--- config.mk ---
export PLATFORM = sky130hd
export DESIGN_NAME = rand_victim_select
export DESIGN_NICKNAME = d
export VERILOG_FILES = /design/src/rtl/rand_victim_select_pkg.sv /design/src/rtl/rand_victim_select_rot_prio_enc.sv /design/src/rtl/rand_victim_select.sv
export SDC_FILE = /design/constraint.sdc
export NUM_CORES = 1
export LEC_CHECK = 0
export CAP_MARGIN = 15
export CORE_ASPECT_RATIO = 1.5
export CORE_MARGIN = 2
export CORE_UTILIZATION = 25
export DETAILED_ROUTE_END_ITERATION = 12
export PLACE_DENSITY = 0.57
export SLEW_MARGIN = 20
export SYNTH_ARGS = -nofsm -noshare
export SYNTH_HDL_FRONTEND = slang
export SYNTH_SLANG_ARGS = --single-unit
--- constraint.sdc ---
create_clock -name clk -period 1.6 [get_ports clk]
set_input_delay 0.4 -clock clk [delete_from_list [all_inputs] [get_ports clk]]
set_output_delay 0.4 -clock clk [all_outputs]
set_load 0.02 [all_outputs]
--- src/rtl/rand_victim_select_pkg.sv ---
// Shared fetch-side types for victim selection: FSM states, result status codes
// and the default way-index width.
package rand_victim_select_pkg;

  localparam int VICTIM_WAY_WIDTH = $clog2(4);

  typedef enum logic [1:0] {
    ST_IDLE   = 2'd0,
    ST_SAMPLE = 2'd1,
    ST_SCAN   = 2'd2,
    ST_DONE   = 2'd3
  } victim_state_e;

  typedef enum logic [1:0] {
    VS_INVALID_PICK = 2'd0,
    VS_RANDOM       = 2'd1,
    VS_SCAN         = 2'd2,
    VS_NONE         = 2'd3
  } victim_status_e;

endpackage

--- src/rtl/rand_victim_select_rot_prio_enc.sv ---
// Rotating priority encoder: first set bit of mask at or after start, wrapping.
// Purely combinational; no flow control.
module rot_prio_enc #(
  parameter int N = 4,
  localparam int W = $clog2(N)
) (
  input  logic [N-1:0] mask,
  input  logic [W-1:0] start,
  output logic [W-1:0] index,
  output logic         found
);

  logic [W-1:0] idx;

  // Walk offsets high to low so the smallest offset from start wins.
  always_comb begin
    index = '0;
    found = 1'b0;
    idx   = '0;
    for (int i = N - 1; i >= 0; i--) begin
      idx = start + W'(i);
      if (mask[idx]) begin
        index = idx;
        found = 1'b1;
      end
    end
  end

endmodule

--- src/rtl/rand_victim_select.sv ---
// Victim way picker: free way first, then LFSR samples past locked ways, then scan.
// Latency 1 (free/none), 2+ (random), worst 1+MAX_RETRY+1; result held until victim_ack.
module rand_victim_select
  import rand_victim_select_pkg::*;
#(
  parameter int WAYS       = 4,
  parameter int RAND_WIDTH = 32,
  parameter int MAX_RETRY  = 3,
  localparam int W  = $clog2(WAYS),
  localparam int RW = $clog2(MAX_RETRY + 1)
) (
  input  logic                  clk,
  input  logic                  rst,
  input  logic                  req_valid,
  output logic                  req_ready,
  input  logic [WAYS-1:0]       way_valid,
  input  logic [WAYS-1:0]       way_lock,
  input  logic [RAND_WIDTH-1:0] randomval,
  output logic                  lfsr_update,
  output logic                  victim_valid,
  output logic [W-1:0]          victim_way,
  output logic [1:0]            victim_status,
  input  logic                  victim_ack
);

  victim_state_e  state, state_n;
  victim_status_e status_q, status_n;
  logic [WAYS-1:0] lock_q, lock_n;
  logic [RW-1:0]   retry_q, retry_n, retry_inc;
  logic [W-1:0]    last_q, last_n, way_q, way_n;
  logic [W-1:0]    cand, free_idx, scan_idx, scan_start;
  logic            free_found;
  logic            unused_scan_found;
  logic            unused_rand_hi;

  assign cand           = randomval[W-1:0];
  assign unused_rand_hi = ^randomval[RAND_WIDTH-1:W];
  assign retry_inc      = retry_q + RW'(1);
  assign scan_start     = last_q + W'(1);

  rot_prio_enc #(.N(WAYS)) u_free_enc (
    .mask  (~way_valid & ~way_lock),
    .start ('0),
    .index (free_idx),
    .found (free_found)
  );

  rot_prio_enc #(.N(WAYS)) u_scan_enc (
    .mask  (~lock_q),
    .start (scan_start),
    .index (scan_idx),
    .found (unused_scan_found)
  );

  always_ff @(posedge clk) begin
    if (!rst) begin
      state    <= ST_IDLE;
      status_q <= VS_INVALID_PICK;
      lock_q   <= '0;
      retry_q  <= '0;
      last_q   <= '0;
      way_q    <= '0;
    end else begin
      state    <= state_n;
      status_q <= status_n;
      lock_q   <= lock_n;
      retry_q  <= retry_n;
      last_q   <= last_n;
      way_q    <= way_n;
    end
  end

  always_comb begin
    state_n  = state;
    status_n = status_q;
    lock_n   = lock_q;
    retry_n  = retry_q;
    last_n   = last_q;
    way_n    = way_q;
    case (state)
      ST_IDLE: begin
        if (req_valid) begin
          lock_n = way_lock;
          if (free_found) begin
            way_n    = free_idx;
            status_n = VS_INVALID_PICK;
            state_n  = ST_DONE;
          end else if (&way_lock) begin
            way_n    = '0;
            status_n = VS_NONE;
            state_n  = ST_DONE;
          end else begin
            retry_n = '0;
            state_n = ST_SAMPLE;
          end
        end
      end
      ST_SAMPLE: begin
        if (!lock_q[cand]) begin
          way_n    = cand;
          status_n = VS_RANDOM;
          state_n  = ST_DONE;
        end else begin
          retry_n = retry_inc;
          if (retry_inc == RW'(MAX_RETRY)) begin
            last_n  = cand;
            state_n = ST_SCAN;
          end
        end
      end
      // An unlocked way always exists here; the all-locked case left via IDLE.
      ST_SCAN: begin
        way_n    = scan_idx;
        status_n = VS_SCAN;
        state_n  = ST_DONE;
      end
      ST_DONE: begin
        if (victim_ack) state_n = ST_IDLE;
      end
      default: state_n = ST_IDLE;
    endcase
  end

  assign req_ready     = (state == ST_IDLE);
  assign lfsr_update   = (state == ST_SAMPLE);
  assign victim_valid  = (state == ST_DONE);
  assign victim_way    = way_q;
  assign victim_status = status_q;

endmodule

== Word-level counts from Yosys, hierarchy flattened ==
Index checks and enable logic that the tools add are counted.

* Flip-flop bits (word level): 14
* Input port bits: 44
* Output and inout bits: 7
* Logic and storage cells: 85

* $add $sub $neg: 5
* Order comparisons: 5
* Eq/ne operators: 12
* Multiplexer cells: 44
* Bitwise logic cells: 4
* Reduce and logical (&&, ||, !) cells: 9

{| class="wikitable"
|+ Operator list
! kind !! number
|-
| $mux W2 || 26
|-
| $lt A2 B3 Y1 const B || 5
|-
| $not A4 Y4 || 3
|-
| $pmux W2 S3 || 2
|-
| $bmux W1 S2 || 5
|-
| $mux W1 || 9
|-
| $ne A2 B2 Y1 const B || 4
|-
| $pmux W2 S4 || 1
|-
| $reduce_and A4 Y1 || 2
|-
| $add A2 B1 Y2 const B || 3
|-
| $eq A2 B2 Y1 const B || 3
|-
| $reduce_and A3 Y1 || 2
|-
| $reduce_and A5 Y1 || 1
|-
| $add A2 B2 Y2 const B || 2
|-
| $and A4 B4 Y4 || 1
|-
| $ne A2 B1 Y1 const B || 2
|-
| $pmux W2 S2 || 1
|-
| $ne A3 B1 Y1 const B || 1
|-
| $ne A3 B2 Y1 const B || 1
|-
| $reduce_bool A3 Y1 || 1
|-
| $eq A2 B1 Y1 const B || 1
|-
| $logic_not A2 Y1 || 1
|-
| $reduce_and A2 Y1 || 1
|-
| $reduce_bool A2 Y1 || 1
|}

== Depth between registers and ports, before layout ==
* Depth in word-level cells: 9
* Mapped depth: 9
* Gate-level depth less buffers: 8

== Cells and area by module ==
From an unflattened synthesis, not the netlist that was laid out.

* Cell total of the unflattened synthesis: 134
* Area total of the unflattened synthesis: 1024.7 µm²

{| class="wikitable"
|+ By module, submodules not included
! module !! instances !! cells an instance !! area an instance (µm²) !! seq. area each (µm²)
|-
| rand_victim_select || 1 || 108 || 869.6 || 280.3
|-
| rot_prio_enc || 2 || 13 || 77.6 || 0.0
|}

== Worst setup path before layout ==
OpenSTA, ideal clock, no wires.

* Path type: reg2reg
* Start: register state[1]
* End: register way_q[0] (netlist: victim_way[0])
* Setup time: 0.070 ns
* Arrival time: 1.744 ns
* Data required time: 1.530 ns
* Path slack: -0.214 ns
* Stages on the path, launching flop included: 9
* Buffers on the path: 1
* Period minus slack after synthesis: 1.814 ns
* Cell sequence: dfxtp_1 inv_1 ha_1 buf_2 nand2b_1 o22a_2 nand4b_4 or3_1 a21boi_1

* Longest elaborated chain between the ends: 3
* Elaborated cells between the ends (all ways): 9
* Classes of those cells: eq/ne (5); mux (1); reduce/logical (3)

{| class="wikitable"
|+ RTL lines
! element !! RTL line !! source
|-
| start: declaration || rand_victim_select.sv:26 || <nowiki>victim_state_e state, state_n;</nowiki>
|-
| start signal: assignment || rand_victim_select.sv:64 || <nowiki>state <= state_n;</nowiki>
|-
| $eq A2 B1 Y1 * || n/a ||
|-
| net lfsr_update || rand_victim_select.sv:19 || <nowiki>output logic lfsr_update,</nowiki>
|-
| $ne A2 B2 Y1 (no source line) or $reduce_bool A3 Y1 (tied branches) || n/a ||
|-
| $reduce_and A4 Y1 (no source line) || n/a ||
|-
| end signal: assignment || rand_victim_select.sv:69 || <nowiki>way_q <= way_n;</nowiki>
|-
| end: declaration || rand_victim_select.sv:30 || <nowiki>logic [W-1:0] last_q, last_n, way_q, way_n;</nowiki>
|}

Mark *: on every way through the listed nets, which the timed path passes. The rest lies on a longest branch.
A chain may end at the register's enable or synchronous reset.

== Final worst setup path ==
* Start: register state[1]
* End: output port lfsr_update

* Longest elaborated chain between the ends: 1

{| class="wikitable"
|+ RTL lines
! element !! RTL line !! source
|-
| $eq A2 B1 Y1 || rand_victim_select.sv:125 || <nowiki>assign lfsr_update = (state == ST_SAMPLE);</nowiki>
|-
| end: declaration || rand_victim_select.sv:19 ||
|}

Every way passes these cells.

==> flow_metrics.env <==
export IMPL_port_buffer_count=20
export IMPL_drtAntennaViolNets=0
export IMPL_synth_top_area_share=0.2967
export IMPL_synth_seq_cells=14
export IMPL_core_sq_um=3649
export IMPL_synth_compound_area_frac=0.2026
export IMPL_final_setup_viol_count=0
export IMPL_die_w_microns=54.19
export IMPL_slew_viol_final=0
export IMPL_dr_first_iter_drc_count=27
export IMPL_finClkSkew_ps=6.695
export IMPL_grt_max_degree=17
export IMPL_synthAdderAreaFrac=0.06623
export IMPL_routed_wl_mm=2.581
export IMPL_grt_pass1_wl_mm=4.146
export IMPL_criticalPathCategory="reg2out"
export IMPL_worst_pin_slew_ps=279.6
export IMPL_place_ws_ps=-442.4
export IMPL_critPathArrivalTime_ps=1150
export IMPL_hold_path_class="reg2reg"
export IMPL_clk_pin_slew_ps=60
export IMPL_min_period_over_period=0.9713
export IMPL_synth_area_leaders="dfxtp_1 30%, mux2i_1 7.4%, ha_1 6.6%, o21ai_0 4.8%, nand2_1 4.8%"
export IMPL_synth_warnings=0
export IMPL_initial_core_util=0.2589
export IMPL_n_fill_cell=386
export IMPL_instances_no_fill=190
export IMPL_routedWlPerCell_microns=13.58
export IMPL_synth_top_family_by_area="simple AND/OR/NAND/NOR gates"
export IMPL_maxCapViolCount=0
export IMPL_numCtsBuffers=3
export IMPL_drt_first_pass_iters=4
export IMPL_place_inst=186
export IMPL_synth_mux_area_frac=0.07417
export IMPL_netlist_area_sq_um=944.7
export IMPL_die_area_sq_um=4296
export IMPL_num_rows=27
export IMPL_grt_use_total=0.1325
export IMPL_finalWorstPathRequiredPeriod_ps=1554
export IMPL_clk_latency_ps=250
export IMPL_num_io_pins=51
export IMPL_yosys_area_share_simple=0.3272
export IMPL_area_delta_synth_final_pct=49.27
export IMPL_utilization=0.3865
export IMPL_fin_ws_ps=45.95
export IMPL_gp_congestion=0.7892
export IMPL_grt_overflow=0
export IMPL_cp_start_kind="flop"
export IMPL_power_per_cell_area_nw_per_um2=1380
export IMPL_syn_inst=113
export IMPL_synth_cell_types=39
export IMPL_h_tree_depth=1
export IMPL_hpwl_mm=2.026
export IMPL_synth_nets=162
export IMPL_vias_per_cell=5.163
export IMPL_grt_antenna_before_repair=0
export IMPL_worstSetupEndpointType="output port"
export IMPL_cp_max_fo=4
export IMPL_clk_path_buf_depth=2
export IMPL_drc=0
export IMPL_final_hold_viol_count=0
export IMPL_grt_pass1_vias=949
export IMPL_fin_nets=197
export IMPL_dieHeight_microns=79.29
export IMPL_drive_gt1_frac=0.2381
export IMPL_status="complete, no violations"
export IMPL_timing_slew_headroom=0.8128
export IMPL_fmax_mhz=643.5
export IMPL_rsz0062_at_grt="true"
export IMPL_antenna_diode_count=0
export IMPL_holdWs_ps=484.0
export IMPL_cp_required_ps=1200
export IMPL_ir_worst_vdd_mv=0.5198
export IMPL_p_leak_nw=0.6140
export IMPL_via_count=981
export IMPL_cts_root_buffer="clkbuf_8"
export IMPL_clock_sinks=14
export IMPL_syn_area_per_cell_sq_um=8.360
export IMPL_synth_top_cell_by_area="dfxtp_1"
export IMPL_ys_seq_area_frac=0.2967
export IMPL_cts_tree="done"
export IMPL_synth_xor_xnor_area_share=0
==> layout by cell type, fill, tap and decap left out, types with 3 or more instances in the layout <==
master / instances
dlymetal6s2s_1: 3
o21ai_1: 4
nor2b_1: 6
nor2_1: 4
nand2_1: 12
mux2i_1: 7
dfxtp_1: 12
clkdlybuf4s50_1: 3
dlygate4sd2_1: 12
o21ai_0: 7
nand3_1: 8
ha_4: 3
a21boi_0: 4
clkbuf_8: 4
nand2b_1: 5
buf_4: 13
==> cells in the mapped netlist (all sizes together) <==
master  instances
o21ai          11
a21boi          5
nor4            1
or3             1
ha              5
nor2b           6
nand2          12
nand3b          1
and2            1
nand4           1
a22o            1
inv             4
o311ai          1
or2b            1
a221oi          1
clkbuf          3
buf             1
a311o           1
o211ai          1
or2             1
nor3            2
nand2b          6
o22ai           2
nand3           9
nor3b           2
dfxtp          14
o211a           1
a21oi           2
nor2            5
and3            1
o22a            1
nand4b          2
mux2i           7
==> kinds of logic (layout without fill, tap and decap cells) <==
group / count (synthesis) / in the layout
compound gates: 27 / 27
fa+ha+maj: 5 / 5
buf+inv: 8 / 42
flops: 14 / 14
mux: 7 / 7
simple gates: 52 / 52
==> per-layer routing <==
metal,global-route usage,wire length [microns],vias up
met5,0,0,-
met4,0.08000,66,0
met3,0.02444,86,6
met2,0.2325,1446,20
met1,0.1374,982,477
li1,-,-,478
==> path summary, 6_finish.rpt <==
check             cells past startpoint            end          start  slack [ps]
setup / recovery                      3    lfsr_update       state[1]          50
hold / removal                        2  victim_way[0]  victim_way[0]         480
setup reg to reg                      7       state[0]       state[1]          50
hold reg to reg                       2  victim_way[0]  victim_way[0]         480
==> metrics by stage <==
step	power [mW]	setup TNS, ps	area, sq um
CTS	1.888	-2.204	1368
detailed placement	1.548	-3563	1318
global route	2.086	-30.52	1410
global placement	1.538	-3241	1318
floorplan	1.148	-44.99	965.9
finish	1.946	0	1410
==> sequential cells by signal, summed over array words and instances, names as in the netlist <==
name / count
victim_status: 2
retry_q: 2
state: 2
victim_way: 2
lock_q: 4
last_q: 2
==> layout make-up <==
| type | count | area [sq um] | share of cell area |
|---|---|---|---|
| clock buffer | 4 | 55.05 | 0.03904 |
| inverter | 4 | 20.02 | 0.01420 |
| multi-input combinational | 91 | 684.4 | 0.4854 |
| sequential | 14 | 285.3 | 0.2023 |
| tap | 43 | 53.80 | 0.03815 |
| timing repair buffer | 34 | 311.5 | 0.2209 |
==> critical path: stages, from the launching register on <==
cell and delay (ps):
dfxtp_2 360, inv_4 60, ha_4 160, dlygate4sd2_1 320
==> power breakdown <==
part	total, mW	leakage, nW	internal, mW	switching [mW]
sequential	0.517	0.115	0.435	0.0815
clock	0.350	0.0288	0.218	0.132
combinational	1.08	0.470	0.541	0.539
==> timing repair <==
action,in CTS,in global routing
pin swaps,7,5
hold buffers,0,0
setup buffers,0,0
gates cloned,0,0
endpoints found under the hold margin,0,0
gates resized for setup,18,13
endpoints found under the setup margin,14,10
Power figures use the tool's default switching activity.
